`config.mk`:
```
export PLATFORM = sky130hd
export DESIGN_NAME = fp_add_8_23_f300_uid2
export DESIGN_NICKNAME = d
export VERILOG_FILES = /design/src/rtl/fp_add_8_23_f300_uid2.sv
export SDC_FILE = /design/constraint.sdc
export NUM_CORES = 1
export LEC_CHECK = 0
export BUFFER_PORTS_ARGS = -buffer_cell sky130_fd_sc_hd__buf_2
export CAP_MARGIN = 10
export CORE_MARGIN = 2
export CORE_UTILIZATION = 56
export CTS_CLUSTER_DIAMETER = 50
export DETAILED_ROUTE_END_ITERATION = 8
export GPL_TIMING_DRIVEN = 1
export PLACE_DENSITY_LB_ADDON = 0.1
export SYNTH_ARGS = -nofsm -noshare
export SYNTH_HDL_FRONTEND = slang
export SYNTH_SLANG_ARGS = --single-unit
```
`constraint.sdc`:
```
create_clock -name clk -period 13.6 [get_ports clk]
set_input_delay 0.68 -clock clk [delete_from_list [all_inputs] [get_ports clk]]
set_output_delay 0.68 -clock clk [all_outputs]
set_load 0.01 [all_outputs]
```
`src/rtl/fp_add_8_23_f300_uid2.sv`:
```
// rtl/fp_add_8_23_f300_uid2.sv - FloPoCo-format binary32 adder, fully pipelined, 7-cycle latency
//
// Ports:
//   clk             rising-edge clock
//   rst_n           asynchronous active-low reset, clears every pipeline register
//   X, Y   [33:0]   operands {exn[1:0], sign, exp[7:0] (bias 127), frac[22:0]}
//                   exn: 00 zero, 01 normal, 10 infinity, 11 NaN
//   R      [33:0]   X + Y in the same format, round-to-nearest ties-to-even
//   ivalid, ovalid  present only when FPADD_VALID_EN is defined; ovalid is ivalid
//                   delayed alongside the data, the datapath ignores it
//
// Pipeline (one register level per edge, inputs captured at edge N, R updated at edge N+7):
//   input capture -> classify/swap -> align -> add/sub -> normalise -> round/pack -> delay -> R

module fp_add_8_23_f300_uid2 (
    input  logic        clk,
    input  logic        rst_n,
`ifdef FPADD_VALID_EN
    input  logic        ivalid,
    output logic        ovalid,
`endif
    input  logic [33:0] X,
    input  logic [33:0] Y,
    output logic [33:0] R
);

    typedef struct packed {
        logic        arith;   // both operands normal: result comes from the datapath
        logic        sign;    // sign of the larger-magnitude operand
        logic [33:0] spec;    // finished result when arith is 0
    } ctl_t;

    // Stage 0: input capture
    logic [33:0] x_q, y_q;

    // Stage 1: classification, magnitude swap
    ctl_t        ctl1_d, ctl1_q;
    logic [7:0]  exp1_d, exp1_q, ediff1_d, ediff1_q;
    logic [23:0] bsig1_d, bsig1_q, ssig1_d, ssig1_q;
    logic        sub1_d, sub1_q;

    // Stage 2: aligned significands, 24 bits + guard/round/sticky
    ctl_t        ctl2_q;
    logic [7:0]  exp2_q;
    logic [26:0] bal2_d, bal2_q, sal2_d, sal2_q;
    logic        sub2_q;

    // Stage 3: raw sum with carry-out bit
    ctl_t        ctl3_q;
    logic [7:0]  exp3_q;
    logic [27:0] sum3_d, sum3_q;

    // Stage 4: normalised significand, signed exponent
    ctl_t               ctl4_q;
    logic signed [9:0]  exp4_d, exp4_q;
    logic [26:0]        norm4_d, norm4_q;
    logic               zero4_d, zero4_q;

    // Stages 5..7: packed result and output delay
    logic [33:0] res5_d, res5_q, res6_q, r_q;

    logic        swap;
    logic [7:0]  small_e;
    logic [1:0]  xe, ye;

    assign xe = x_q[33:32];
    assign ye = y_q[33:32];

    // Stage 1 logic: order operands by {exponent, fraction} and resolve every
    // case that does not need the adder into a finished result.
    always_comb begin
        swap        = (y_q[30:0] > x_q[30:0]);
        small_e     = swap ? x_q[30:23] : y_q[30:23];
        exp1_d      = swap ? y_q[30:23] : x_q[30:23];
        ediff1_d    = exp1_d - small_e;
        bsig1_d     = {1'b1, swap ? y_q[22:0] : x_q[22:0]};
        ssig1_d     = {1'b1, swap ? x_q[22:0] : y_q[22:0]};
        sub1_d      = x_q[31] ^ y_q[31];
        ctl1_d      = '0;
        ctl1_d.sign = swap ? y_q[31] : x_q[31];
        if (xe == 2'b11 || ye == 2'b11 || (xe == 2'b10 && ye == 2'b10 && x_q[31] != y_q[31]))
            ctl1_d.spec = {2'b11, 32'd0};
        else if (xe == 2'b10)
            ctl1_d.spec = {2'b10, x_q[31], 31'd0};
        else if (ye == 2'b10)
            ctl1_d.spec = {2'b10, y_q[31], 31'd0};
        else if (xe == 2'b00 && ye == 2'b00)
            ctl1_d.spec = {2'b00, x_q[31] & y_q[31], 31'd0};
        else if (xe == 2'b00)
            ctl1_d.spec = y_q;
        else if (ye == 2'b00)
            ctl1_d.spec = x_q;
        else
            ctl1_d.arith = 1'b1;
    end

    // Stage 2 logic: right-shift the smaller significand. Bits falling below the
    // round position are OR-ed into sticky; at 26+ only the sticky bit survives.
    logic [49:0] sh2;
    always_comb begin
        sh2    = {ssig1_q, 26'd0} >> ediff1_q;
        bal2_d = {bsig1_q, 3'b000};
        if (ediff1_q >= 8'd26)
            sal2_d = 27'd1;
        else
            sal2_d = {sh2[49:24], |sh2[23:0]};
    end

    // Stage 3 logic: the larger magnitude is first, so subtraction never goes negative.
    always_comb begin
        if (sub2_q)
            sum3_d = {1'b0, bal2_q} - {1'b0, sal2_q};
        else
            sum3_d = {1'b0, bal2_q} + {1'b0, sal2_q};
    end

    // Stage 4 logic: leading-zero count and normalisation shift.
    logic [4:0] lz;
    logic       found;
    always_comb begin
        lz    = 5'd0;
        found = 1'b0;
        for (int i = 26; i >= 0; i--) begin
            if (!found) begin
                if (sum3_q[i])
                    found = 1'b1;
                else
                    lz = lz + 5'd1;
            end
        end
        zero4_d = (sum3_q == 28'd0);
        if (sum3_q[27]) begin
            // Carry-out: one-bit right shift, the dropped bit folds into sticky.
            norm4_d = {sum3_q[27:2], sum3_q[1] | sum3_q[0]};
            exp4_d  = $signed({2'b00, exp3_q}) + 10'sd1;
        end else begin
            norm4_d = sum3_q[26:0] << lz;
            exp4_d  = $signed({2'b00, exp3_q}) - $signed({5'd0, lz});
        end
    end

    // Stage 5 logic: round to nearest even, renormalise on rounding carry, pack.
    logic              rnd_inc;
    logic [24:0]       mant_r;
    logic [22:0]       frac_f;
    logic signed [9:0] exp_f;
    always_comb begin
        rnd_inc = norm4_q[2] & (norm4_q[1] | norm4_q[0] | norm4_q[3]);
        mant_r  = {1'b0, norm4_q[26:3]} + {24'd0, rnd_inc};
        exp_f   = exp4_q + (mant_r[24] ? 10'sd1 : 10'sd0);
        frac_f  = mant_r[24] ? mant_r[23:1] : mant_r[22:0];
        if (!ctl4_q.arith)
            res5_d = ctl4_q.spec;
        else if (zero4_q)
            res5_d = 34'd0;
        else if (exp_f >= 10'sd255)
            res5_d = {2'b10, ctl4_q.sign, 31'd0};
        else if (exp_f <= 10'sd0)
            res5_d = {2'b00, ctl4_q.sign, 31'd0};
        else
            res5_d = {2'b01, ctl4_q.sign, exp_f[7:0], frac_f};
    end

    // An all-zero pipeline decodes to arith=0, spec=0, so R reads +zero after reset.
    always_ff @(posedge clk or negedge rst_n) begin
        if (!rst_n) begin
            x_q      <= '0;
            y_q      <= '0;
            ctl1_q   <= '0;
            exp1_q   <= '0;
            ediff1_q <= '0;
            bsig1_q  <= '0;
            ssig1_q  <= '0;
            sub1_q   <= '0;
            ctl2_q   <= '0;
            exp2_q   <= '0;
            bal2_q   <= '0;
            sal2_q   <= '0;
            sub2_q   <= '0;
            ctl3_q   <= '0;
            exp3_q   <= '0;
            sum3_q   <= '0;
            ctl4_q   <= '0;
            exp4_q   <= '0;
            norm4_q  <= '0;
            zero4_q  <= '0;
            res5_q   <= '0;
            res6_q   <= '0;
            r_q      <= '0;
        end else begin
            x_q      <= X;
            y_q      <= Y;
            ctl1_q   <= ctl1_d;
            exp1_q   <= exp1_d;
            ediff1_q <= ediff1_d;
            bsig1_q  <= bsig1_d;
            ssig1_q  <= ssig1_d;
            sub1_q   <= sub1_d;
            ctl2_q   <= ctl1_q;
            exp2_q   <= exp1_q;
            bal2_q   <= bal2_d;
            sal2_q   <= sal2_d;
            sub2_q   <= sub1_q;
            ctl3_q   <= ctl2_q;
            exp3_q   <= exp2_q;
            sum3_q   <= sum3_d;
            ctl4_q   <= ctl3_q;
            exp4_q   <= exp4_d;
            norm4_q  <= norm4_d;
            zero4_q  <= zero4_d;
            res5_q   <= res5_d;
            res6_q   <= res5_q;
            r_q      <= res6_q;
        end
    end

    assign R = r_q;

`ifdef FPADD_VALID_EN
    // Same register depth as the data path so ovalid lines up with R.
    logic [7:0] vld_q;
    always_ff @(posedge clk or negedge rst_n) begin
        if (!rst_n)
            vld_q <= '0;
        else
            vld_q <= {vld_q[6:0], ivalid};
    end
    assign ovalid = vld_q[7];
`endif

endmodule

```
Word level (Yosys, flattened, before mapping)
Cells that the tools add are included.

Bits in registers: 513. Output and inout bits: 34. Logic and storage cells: 221. Bits of input ports: 70.

Equality and inequality tests: 5. Add/subtract/negate cells: 33. Reductions and logical operators: 9. Bitwise gates (word level): 6. Mux-type cells: 131. Shifts and indexed selects: 2. Magnitude comparators: 4.

Operators by type and width (number): $mux 34 (9); $mux 5 (52); $add 5x1->5 const B (26); $mux 23 (3); $mux 1 (60); $mux 27 (2); $shr 50x8->50 (1); $mux 33 (1); $gt 31x31->1 (1); $add 27x27->28 (1); $logic_not 28->1 (1); $mux 28 (1); $sub 27x27->28 (1); $shl 27x5->27 (1); $add 24x1->25 (1); $reduce_or 24->1 (1); $mux 8 (2); $add 10x2->10 (1); $ge 10x9->1 const B (1); $le 10x1->1 const B (1); $mux 10 (1); $add 8x1->9 const B (1); $sub 8x5->9 (1); $eq 2x2->1 const B (4); other kinds (9) (16).

Logic depth before layout (Yosys ltp)
Gate-level depths: netlist of the first run.

Depth in word-level cells: 81. Depth in mapped cells: 78. Gate-level depth less buffers: 76.

Worst setup path before layout of the first run
Ideal clock, no wire load.

Kind: register to register. Start point: register sum3_q[26]. End point: register exp4_q[7]. Setup time: 0.124 ns. Required time: 13.476 ns. Cell stages (with the launch flop): 72. Period minus slack after synthesis: 13.472 ns. Slack: 0.128 ns. Arrival: 13.347 ns. Cells stage by stage: dfrtp_1 -> clkbuf_1 -> a21o_1 -> inv_1 -> ha_1 -> nor3_1 -> nor3_1 -> ha_1 -> nor4_1 -> a2111oi_1 -> nor3_1 -> o211ai_1 -> nand2_1 -> ha_1 -> o21ai_0 -> a21oi_1 -> ha_1 -> mux2i_1 -> (+36 left out) -> nand2_1 -> ha_1 -> nor2_1 -> a31oi_1 -> ha_1 -> nor2b_1 -> a211oi_1 -> a31o_2 -> clkbuf_1 -> clkbuf_1 -> ha_1 -> a21o_1 -> a21o_1 -> a21oi_1 -> o21ai_0 -> nor3_1 -> a41oi_1 -> xnor2_1.

Cells in the longest elaborated chain, start to end: 81. Elaborated cells between the ends (all ways): 107. Classes of those cells: add/sub: 27; mux: 80.

RTL lines: start, declared (RTL line 51) `logic [27:0] sum3_d, sum3_q;`; start signal, assigned (RTL line 206) `sum3_q <= sum3_d;`; $mux 1 (RTL line 125) `if (sum3_q[i])`; $add 5x1->5 (RTL line 128) `lz = lz + 5'd1;`; $mux 5 (RTL line 125); $mux 5 (RTL line 124) `if (!found) begin`; $add 5x1->5 (RTL line 128); $mux 5 (RTL line 125); $mux 5 (RTL line 124); $add 5x1->5 (RTL line 128); (+66 left out); $mux 5 (RTL line 125); $mux 5 (RTL line 124); $add 5x1->5 (RTL line 128); $mux 5 (RTL line 125); $mux 5 * (RTL line 124); $sub 8x5->9 * (RTL line 138) `exp4_d = $signed({2'b00, exp3_q}) - $signed({5'd0, lz});`; $mux 10 * (RTL line 132) `if (sum3_q[27]) begin`; net exp4_d[7] (RTL line 55) `logic signed [9:0] exp4_d, exp4_q;`; end signal, assigned (RTL line 208) `exp4_q <= exp4_d;`; end, declared (RTL line 55).

The timed path passes the listed nets; every way through them passes the cells marked *.

Worst setup path after layout of the first run
Start point: register sum3_q[25]. End point: register norm4_q[25].

Cells in the longest elaborated chain, start to end: 79. Elaborated cells between the ends (all ways): 105. Classes of those cells: add/sub: 25; shift: 1; mux: 79.

RTL lines: $mux 5 (RTL line 125); $mux 5 (RTL line 124); $add 5x1->5 (RTL line 128); $mux 5 (RTL line 125); $mux 5 (RTL line 124); $add 5x1->5 (RTL line 128); $mux 5 (RTL line 125); $mux 5 (RTL line 124); (+64 left out); $mux 5 (RTL line 125); $mux 5 (RTL line 124); $add 5x1->5 (RTL line 128); $mux 5 (RTL line 125); $mux 5 (RTL line 124); $shl 27x5->27 * (RTL line 137) `norm4_d = sum3_q[26:0] << lz;`; $mux 27 * (RTL line 132); net norm4_d[25] (RTL line 56) `logic [26:0] norm4_d, norm4_q;`; end signal, assigned (RTL line 209) `norm4_q <= norm4_d;`; end, declared (RTL line 56).

Marked as above.

==> results of run 1 <==
final cells by class:
| class | instances | area (um^2) | share of cell area |
|---|---|---|---|
| Timing Repair Buffer | 155 | 990 | 0.0353 |
| Multi-Input combinational cell | 1581 | 11100 | 0.396 |
| Inverter | 168 | 631 | 0.0225 |
| Tap cell | 592 | 741 | 0.0264 |
| Clock buffer | 75 | 1520 | 0.0542 |
| Sequential cell | 512 | 12800 | 0.457 |
| Clock inverter | 24 | 253 | 0.00901 |
metrics by stage:
stage | util | hold WS, ns
2_1_floorplan | - | 0.331
3_3_place_gp | 0.589 | 0.332
3_5_place_dp | 0.589 | 0.335
4_1_cts | 0.630 | 0.144
5_1_grt | 0.638 | 0.149
6_report | 0.638 | 0.0885
worst reg2reg max path, delay by kind of cell, from the launching register on:
| kind | cells | cell delay [ns] |
|---|---|---|
| multiplexers | 8 | 1.68 |
| adder cells (fa/ha/maj) | 13 | 3.66 |
| buffers and inverters | 3 | 0.33 |
| AO/OA/AOI/OAI | 27 | 4.17 |
| flip-flops | 1 | 0.41 |
| AND/OR/NAND/NOR | 18 | 2.59 |
registers in the layout, indices dropped and copies added, names as in the netlist, 27 cells and up:
name and cells:
norm4_q 27, y_q 34, ctl1_q 36, x_q 34, R 34, res5_q 34
res6_q 34, sum3_q 28, sal2_q 27, ctl4_q 36, ctl3_q 36, ctl2_q 36
cell families after synthesis:
logic type | share of synthesized area
AO/OA/AOI/OAI | 0.134
flip-flops | 0.518
XOR/XNOR | 0.0512
multiplexers | 0.0618
other | 0.000151
adder cells (fa/ha/maj) | 0.0609
buffers and inverters | 0.0444
AND/OR/NAND/NOR | 0.130
cells in the final DEF, fill, tap and decap left out, types with 12 or more instances in the layout:
cell type  instances
nor2_1           193
o22ai_1           39
and3_1            19
nor3_1            50
mux2_2            44
nand2b_1          26
o21ai_0          127
a22oi_1           38
clkbuf_16         55
ha_1             109
or3_1             13
nand2_1          199
xor2_1            36
a21o_1            22
buf_4             46
buf_2            102
o221ai_1          13
nor2b_1           35
nand3_1           52
xnor2_1           74
inv_1            166
a21oi_1          110
mux2i_1           89
clkbuf_1          12
nand4_1           21
o211ai_1          15
a31oi_1           13
o31ai_1           16
dfrtp_1          512
power groups by stage:
stage | Clock, mW | Sequential [mW] | Combinational, mW
6_report | 1.43 | 1.95 | 1.51
5_1_grt | 1.53 | 1.98 | 1.66
4_1_cts | 1.46 | 1.94 | 1.38
3_5_place_dp | 0 | 1.97 | 1.37
3_3_place_gp | 0 | 1.97 | 1.35
2_1_floorplan | 0 | 1.81 | 1.08
final timing paths:
check                           depth (start not counted)          end  slack, ns
min in group clk                                        1      y_q[31]       0.17
max in group asynchronous                               2   ctl3_q[22]      11.75
worst max register to register                         69  norm4_q[25]       0.61
worst max-delay path                                   69  norm4_q[25]       0.61
worst min register to register                          0    exp3_q[1]       0.34
worst min-delay path                                    1   sum3_q[15]       0.09
routing by layer:
metal / vias up / wire length (um)
met5: - / 0
met4: 0 / 2250
met3: 114 / 3380
met2: 550 / 28300
met1: 8653 / 26600
li1: 8438 / -
repair_timing:
item	4_1_cts	5_1_grt
endpoints found under the setup margin	30	36
gates resized for setup	5	43
cloned	0	1
buffers inserted	1	14
pin swaps	3	23
==> metrics.txt, run 1 <==
# TYPE chip_impl_metric gauge
chip_impl_info{name="status",value="completed"} 1
chip_impl_metric{name="post-place-cells",unit=""} 2991
chip_impl_info{name="worst_hold_path_type",value="in2async"} 1
chip_impl_metric{name="yosysSeqAreaShare",unit=""} 0.518
chip_impl_metric{name="power.share.sequential",unit=""} 0.399
chip_impl_metric{name="internal_power",unit="mW"} 3.16
chip_impl_info{name="worst_path_most_repeated_cell",value="ha_1"} 1
chip_impl_metric{name="routed-via-count",unit=""} 17800
chip_impl_metric{name="post_layout_nonfiller_instances",unit=""} 3107
chip_impl_metric{name="residual_drc",unit=""} 0
chip_impl_metric{name="clock_sink_count",unit=""} 512
chip_impl_metric{name="pre_cts_slack",unit="ns"} -0.399
chip_impl_metric{name="detail-route-antenna-nets",unit=""} 0
chip_impl_metric{name="met1_usage",unit=""} 0.370
chip_impl_metric{name="power.switching_fraction",unit=""} 0.354
chip_impl_metric{name="worst_path_largest_cell_delay",unit="ns"} 0.41
chip_impl_metric{name="tightest_slew",unit="ns"} 1.05
chip_impl_metric{name="power_density",unit="nW/um^2"} 175
chip_impl_metric{name="synth_async_sr_flop_share",unit=""} 1.00
chip_impl_metric{name="synth_nets",unit=""} 2564
chip_impl_metric{name="drt-initial-drc-count",unit=""} 1451
chip_impl_metric{name="detailedRoute.firstPassIterationCount",unit=""} 7
chip_impl_info{name="critPathTopFamily",value="compound AO/OA/AOI/OAI gates"} 1
chip_impl_metric{name="power.total",unit="mW"} 4.89
chip_impl_metric{name="maximum_number_of_pins_on_one_net_before_global_route_repair",unit=""} 125
chip_impl_metric{name="fillCellCount",unit=""} 3590
chip_impl_metric{name="design.portCount",unit=""} 104
chip_impl_metric{name="yosysWarningCount",unit=""} 0
chip_impl_metric{name="die_ar",unit="um^2"} 45900
chip_impl_metric{name="fin_tns_setup",unit="ns"} 0
chip_impl_metric{name="globalRouteMet3Util",unit=""} 0.0426
chip_impl_info{name="yosysMostFrequentCell",value="dfrtp_1"} 1
chip_impl_metric{name="diodes",unit=""} 0
chip_impl_info{name="worst_setup_start_kind",value="register"} 1
chip_impl_metric{name="ctsHoldBuffers",unit=""} 0
chip_impl_metric{name="floorplan.die.height",unit="um"} 214
chip_impl_metric{name="die_x",unit="um"} 214
chip_impl_metric{name="placed_cell_areas",unit="um^2"} 25900
chip_impl_metric{name="cts-root-to-sink-buffers",unit=""} 3
chip_impl_metric{name="place.detailed.hpwl",unit="um"} 44300
chip_impl_metric{name="synthesis.area",unit="um^2"} 24800
chip_impl_metric{name="grtUsageTotal",unit=""} 0.264
chip_impl_metric{name="rows",unit=""} 77
chip_impl_metric{name="clkTransAtPathRegs",unit="ns"} 0.06
chip_impl_info{name="critical-path-slowest-cell",value="dfrtp_1"} 1
chip_impl_metric{name="h-tree-depth",unit=""} 2
chip_impl_metric{name="globalRouteOverflowTotal",unit=""} 0
chip_impl_metric{name="maximum_clock_rate",unit="MHz"} 77.0
chip_impl_info{name="netlist.top_cell.by_area",value="dfrtp_1"} 1
chip_impl_metric{name="switchingPower",unit="mW"} 1.73
chip_impl_metric{name="grt_pass1_vias",unit=""} 17300
chip_impl_metric{name="fin_crit",unit="ns"} 12.99
chip_impl_info{name="critical_path.endpoint_type",value="register"} 1
chip_impl_info{name="grt_most_used_layer",value="met2"} 1
chip_impl_metric{name="gp_congestion",unit=""} 0.911
chip_impl_metric{name="worst_ep_arrival_time",unit="ns"} 13.48
chip_impl_metric{name="synthDistinctLibCells",unit=""} 93
chip_impl_metric{name="syn-instance-count",unit=""} 2378
chip_impl_metric{name="wire_length_of_the_first_global_routing_pass",unit="um"} 95000
chip_impl_info{name="startpoint",value="sum3_q[25]"} 1
chip_impl_metric{name="timing.clock.skew",unit="ns"} 0.0503
chip_impl_metric{name="vias_per_cell",unit=""} 5.71
chip_impl_metric{name="areaGrowthSynthToFinish",unit="%"} 13.3
chip_impl_info{name="synthTopCellsByCount",value="dfrtp_1 (512), nand2_1 (200), nor2_1 (194)"} 1
chip_impl_metric{name="wl_per_cell",unit="um"} 19.5
chip_impl_metric{name="floorplan.initialDensity",unit=""} 0.563
chip_impl_metric{name="maxSlewHeadroom",unit=""} 0.299
chip_impl_info{name="rsz0062_at_grt",value="true"} 1
chip_impl_metric{name="static-leakage-power",unit="nW"} 13.0
chip_impl_metric{name="finalSetupViolCount",unit=""} 0
chip_impl_metric{name="synthesized_flop_and_latch_total",unit=""} 512
chip_impl_metric{name="maxcap_violations",unit=""} 0
chip_impl_metric{name="layout_worst_path_cycle_share",unit=""} 0.955
chip_impl_metric{name="design_area",unit="um^2"} 28000
chip_impl_metric{name="wl",unit="um"} 60500
chip_impl_metric{name="place.port_buffers",unit=""} 103
chip_impl_metric{name="antenna_found_initial",unit=""} 1
chip_impl_metric{name="syn_avg_cell_area",unit="um^2"} 10.4
chip_impl_metric{name="fin_nets",unit=""} 2658
chip_impl_info{name="timing.setup.critical_path_class",value="reg2reg"} 1
chip_impl_metric{name="worstSkewPairLatency",unit="ns"} 0.61
chip_impl_metric{name="num_cts_buffers",unit=""} 54
chip_impl_info{name="r2r_start",value="sum3_q[25]"} 1
chip_impl_metric{name="post_synth_edffs",unit=""} 0
chip_impl_metric{name="core_area",unit="um^2"} 43900
chip_impl_metric{name="worst-path-max-fanout",unit=""} 12
chip_impl_metric{name="finalWorstSetupSlack",unit="ns"} 0.611
chip_impl_metric{name="final_hold_vios",unit=""} 0
chip_impl_metric{name="yosysTopAreaCellShare",unit=""} 0.518
chip_impl_info{name="dominantRegCellSynth",value="dfrtp_1"} 1
chip_impl_metric{name="timing.critical_path.buf_inv",unit=""} 3
chip_impl_metric{name="grt.met2_usage",unit=""} 0.416
chip_impl_info{name="synth.area.top_cells",value="dfrtp_1 (52%), ha_1 (5.8%), mux2i_1 (3.7%)"} 1
chip_impl_info{name="cts_root_buffer",value="clkbuf_16"} 1
chip_impl_metric{name="vdd_ir_drop_max",unit="uV"} 121
chip_impl_metric{name="p_comb_frac",unit=""} 0.309
chip_impl_metric{name="drive_above_1_share",unit=""} 0.142
chip_impl_info{name="tritoncts",value="yes"} 1
chip_impl_metric{name="share_clk_of_total_power",unit=""} 0.291
chip_impl_metric{name="report.final.slew_viol_count",unit=""} 0
chip_impl_metric{name="worst_ep_required_time",unit="ns"} 14.09
Note: power is estimated with default switching activity, not from simulation.
==> run 2, diff against run 1 <==
==> constraint.sdc (replaced) <==
create_clock -name clk -period 13.6 [get_ports clk]
set_input_delay 2.72 -clock clk [delete_from_list [all_inputs] [get_ports clk]]
set_output_delay 2.72 -clock clk [all_outputs]
set_load 0.01 [all_outputs]
==> metrics.txt, run 2 (synthesized netlist as in run 1, its figures left out) <==
# TYPE chip_impl_metric gauge
chip_impl_info{name="status",value="completed"} 1
chip_impl_info{name="worstReg2RegEnd",value="norm4_q[21]"} 1
chip_impl_metric{name="drive_above_1_share",unit=""} 0.151
chip_impl_metric{name="met1_usage",unit=""} 0.381
chip_impl_metric{name="wire_length_of_the_first_global_routing_pass",unit="um"} 97200
chip_impl_metric{name="floorplan.die.height",unit="um"} 214
chip_impl_metric{name="gp_congestion",unit=""} 0.934
chip_impl_info{name="cts_root_buffer",value="clkbuf_16"} 1
chip_impl_info{name="mostFrequentLayoutCells",value="dfrtp_1 (511), nand2_1 (197), nor2_1 (193), inv_1 (164), o21ai_0 (126)"} 1
chip_impl_metric{name="maxcap_violations",unit=""} 0
chip_impl_metric{name="detailedRoute.firstPassIterationCount",unit=""} 6
chip_impl_metric{name="tightest_slew",unit="ns"} 1.04
chip_impl_metric{name="globalRouteOverflowTotal",unit=""} 0
chip_impl_info{name="worst_setup_start_kind",value="register"} 1
chip_impl_metric{name="fin_nets",unit=""} 2669
chip_impl_info{name="critical-path-slowest-cell",value="dfrtp_2"} 1
chip_impl_metric{name="regToRegSetupSlack",unit="ns"} 0.57
chip_impl_info{name="critical_path.endpoint_type",value="register"} 1
chip_impl_metric{name="die_x",unit="um"} 214
chip_impl_metric{name="grt.met2_usage",unit=""} 0.435
chip_impl_metric{name="report.final.slew_viol_count",unit=""} 0
chip_impl_metric{name="areaGrowthSynthToFinish",unit="%"} 14.1
chip_impl_metric{name="worst_ep_arrival_time",unit="ns"} 13.52
chip_impl_metric{name="hold_slack",unit="ns"} 0.343
chip_impl_metric{name="worst_ep_required_time",unit="ns"} 14.08
chip_impl_metric{name="worst-path-max-fanout",unit=""} 4
chip_impl_metric{name="die_ar",unit="um^2"} 45900
chip_impl_metric{name="globalRouteMet3Util",unit=""} 0.0355
chip_impl_metric{name="layout_worst_path_cycle_share",unit=""} 0.958
chip_impl_metric{name="worstSkewPairLatency",unit="ns"} 0.61
chip_impl_metric{name="drt-initial-drc-count",unit=""} 1712
chip_impl_info{name="layout.cells.most_common",value="dfrtp_1"} 1
chip_impl_metric{name="place.port_buffers",unit=""} 103
chip_impl_info{name="timing.setup.critical_path_class",value="reg2reg"} 1
chip_impl_metric{name="power_density",unit="nW/um^2"} 177
chip_impl_metric{name="cts-root-to-sink-buffers",unit=""} 3
chip_impl_metric{name="wl_per_cell",unit="um"} 19.6
chip_impl_metric{name="maxSlewHeadroom",unit=""} 0.307
chip_impl_metric{name="clkTransAtPathRegs",unit="ns"} 0.06
chip_impl_metric{name="critical_path_cell_count",unit=""} 67
chip_impl_metric{name="finalSetupViolCount",unit=""} 0
chip_impl_info{name="tritoncts",value="yes"} 1
chip_impl_metric{name="timing.critical_path.buf_inv",unit=""} 4
chip_impl_metric{name="multi_input_area",unit="um^2"} 11100
chip_impl_metric{name="fin_crit",unit="ns"} 13.03
chip_impl_metric{name="worstRegToRegCells",unit=""} 67
chip_impl_metric{name="maximum_number_of_pins_on_one_net_before_global_route_repair",unit=""} 97
chip_impl_metric{name="finalWorstSetupSlack",unit="ns"} 0.566
chip_impl_metric{name="rows",unit=""} 77
chip_impl_metric{name="routed-via-count",unit=""} 17800
chip_impl_metric{name="grtUsageTotal",unit=""} 0.269
chip_impl_metric{name="timing.clock.skew",unit="ns"} 0.0174
chip_impl_metric{name="h-tree-depth",unit=""} 2
chip_impl_metric{name="final_hold_vios",unit=""} 0
chip_impl_metric{name="floorplan.initialDensity",unit=""} 0.563
chip_impl_info{name="worst_path_most_repeated_cell",value="ha_1"} 1
chip_impl_metric{name="clock_sink_count",unit=""} 512
chip_impl_metric{name="core_area",unit="um^2"} 43900
chip_impl_metric{name="grt_pass1_vias",unit=""} 17600
chip_impl_metric{name="fillCellCount",unit=""} 3592
chip_impl_metric{name="sequential_cell_area",unit="um^2"} 12800
chip_impl_metric{name="worst_path_largest_cell_delay",unit="ns"} 0.40
chip_impl_info{name="grt_most_used_layer",value="met2"} 1
chip_impl_info{name="startpoint",value="sum3_q[26]"} 1
chip_impl_metric{name="pre_cts_slack",unit="ns"} -0.547
chip_impl_metric{name="design.portCount",unit=""} 104
chip_impl_metric{name="power.total",unit="mW"} 5.01
chip_impl_metric{name="antenna_found_initial",unit=""} 0
chip_impl_metric{name="ctsHoldBuffers",unit=""} 0
chip_impl_info{name="r2r_start",value="sum3_q[26]"} 1
chip_impl_metric{name="detail-route-antenna-nets",unit=""} 0
chip_impl_info{name="critPathTopFamily",value="compound AO/OA/AOI/OAI gates"} 1
chip_impl_metric{name="diodes",unit=""} 0
chip_impl_metric{name="place.detailed.hpwl",unit="um"} 44300
chip_impl_metric{name="maximum_clock_rate",unit="MHz"} 76.7
chip_impl_info{name="worst_hold_path_type",value="reg2reg"} 1
chip_impl_info{name="timing.critical_path.to",value="norm4_q[21]"} 1
chip_impl_metric{name="wl",unit="um"} 61000
chip_impl_metric{name="vias_per_cell",unit=""} 5.71
chip_impl_metric{name="static-leakage-power",unit="nW"} 13.1
chip_impl_metric{name="residual_drc",unit=""} 0
chip_impl_metric{name="vdd_ir_drop_max",unit="uV"} 127
chip_impl_metric{name="num_cts_buffers",unit=""} 54
chip_impl_metric{name="layout.core_utilization",unit=""} 0.643
-- run 2: per-stage QoR --
stage / area, um^2 / TNS (ns) / std cells
6_report: 28200 / 0 / 3118
5_1_grt: 28200 / -1.54 / 3118
4_1_cts: 27800 / 0 / 3096
3_5_place_dp: 25900 / -8.76 / 2993
3_3_place_gp: 25900 / 0 / 2993
2_1_floorplan: 24800 / 0 / 2378
-- run 2: what timing repair did --
item                                    CTS  global route
gates resized for setup                   4            56
setup buffers                             4            22
endpoints found under the setup margin   29            36
pin swaps                                 4            47
-- run 2: routing by layer --
layer | wire, um | up-vias
met4 | 1820 | 0
met2 | 29100 | 549
li1 | - | 8470
met1 | 26900 | 8671
met5 | 0 | -
met3 | 3240 | 118
-- run 2: area by class of cell --
| type | instances | share of cell area |
|---|---|---|
| Inverter | 168 | 0.0224 |
| Clock inverter | 27 | 0.0142 |
| Tap cell | 592 | 0.0262 |
| Timing Repair Buffer | 166 | 0.0364 |
| Sequential cell | 512 | 0.454 |
| Clock buffer | 72 | 0.0527 |
| Multi-Input combinational cell | 1581 | 0.394 |
-- run 2: worst min-delay path by stage --
stage | startpoint | end | slack [ns] | depth (start not counted)
global placement | res6_q[10] | R[10] | 0.33 | 0
floorplan | res6_q[0] | R[0] | 0.33 | 0
finish | res5_q[14] | res6_q[14] | 0.34 | 0
CTS | ctl2_q[19] | ctl3_q[19] | 0.34 | 0
global route | ctl2_q[19] | ctl3_q[19] | 0.34 | 0
detailed placement | res6_q[14] | R[14] | 0.33 | 0
-- run 2: report_power, final --
part / switching (mW) / internal [mW] / total, mW
Sequential: 0.252 / 1.70 / 1.95
Clock: 0.616 / 0.914 / 1.53
Combinational: 0.873 / 0.652 / 1.53
-- run 2: worst reg2reg max path, delay by kind of cell (launching register included) --
family                   cells  cell delay [ns]
AO/OA/AOI/OAI               27             4.39
AND/OR/NAND/NOR             18             2.81
buffers and inverters        4             0.64
flip-flops                   1             0.40
adder cells (fa/ha/maj)     12             3.40
multiplexers                 5             1.06
XOR/XNOR                     1             0.20
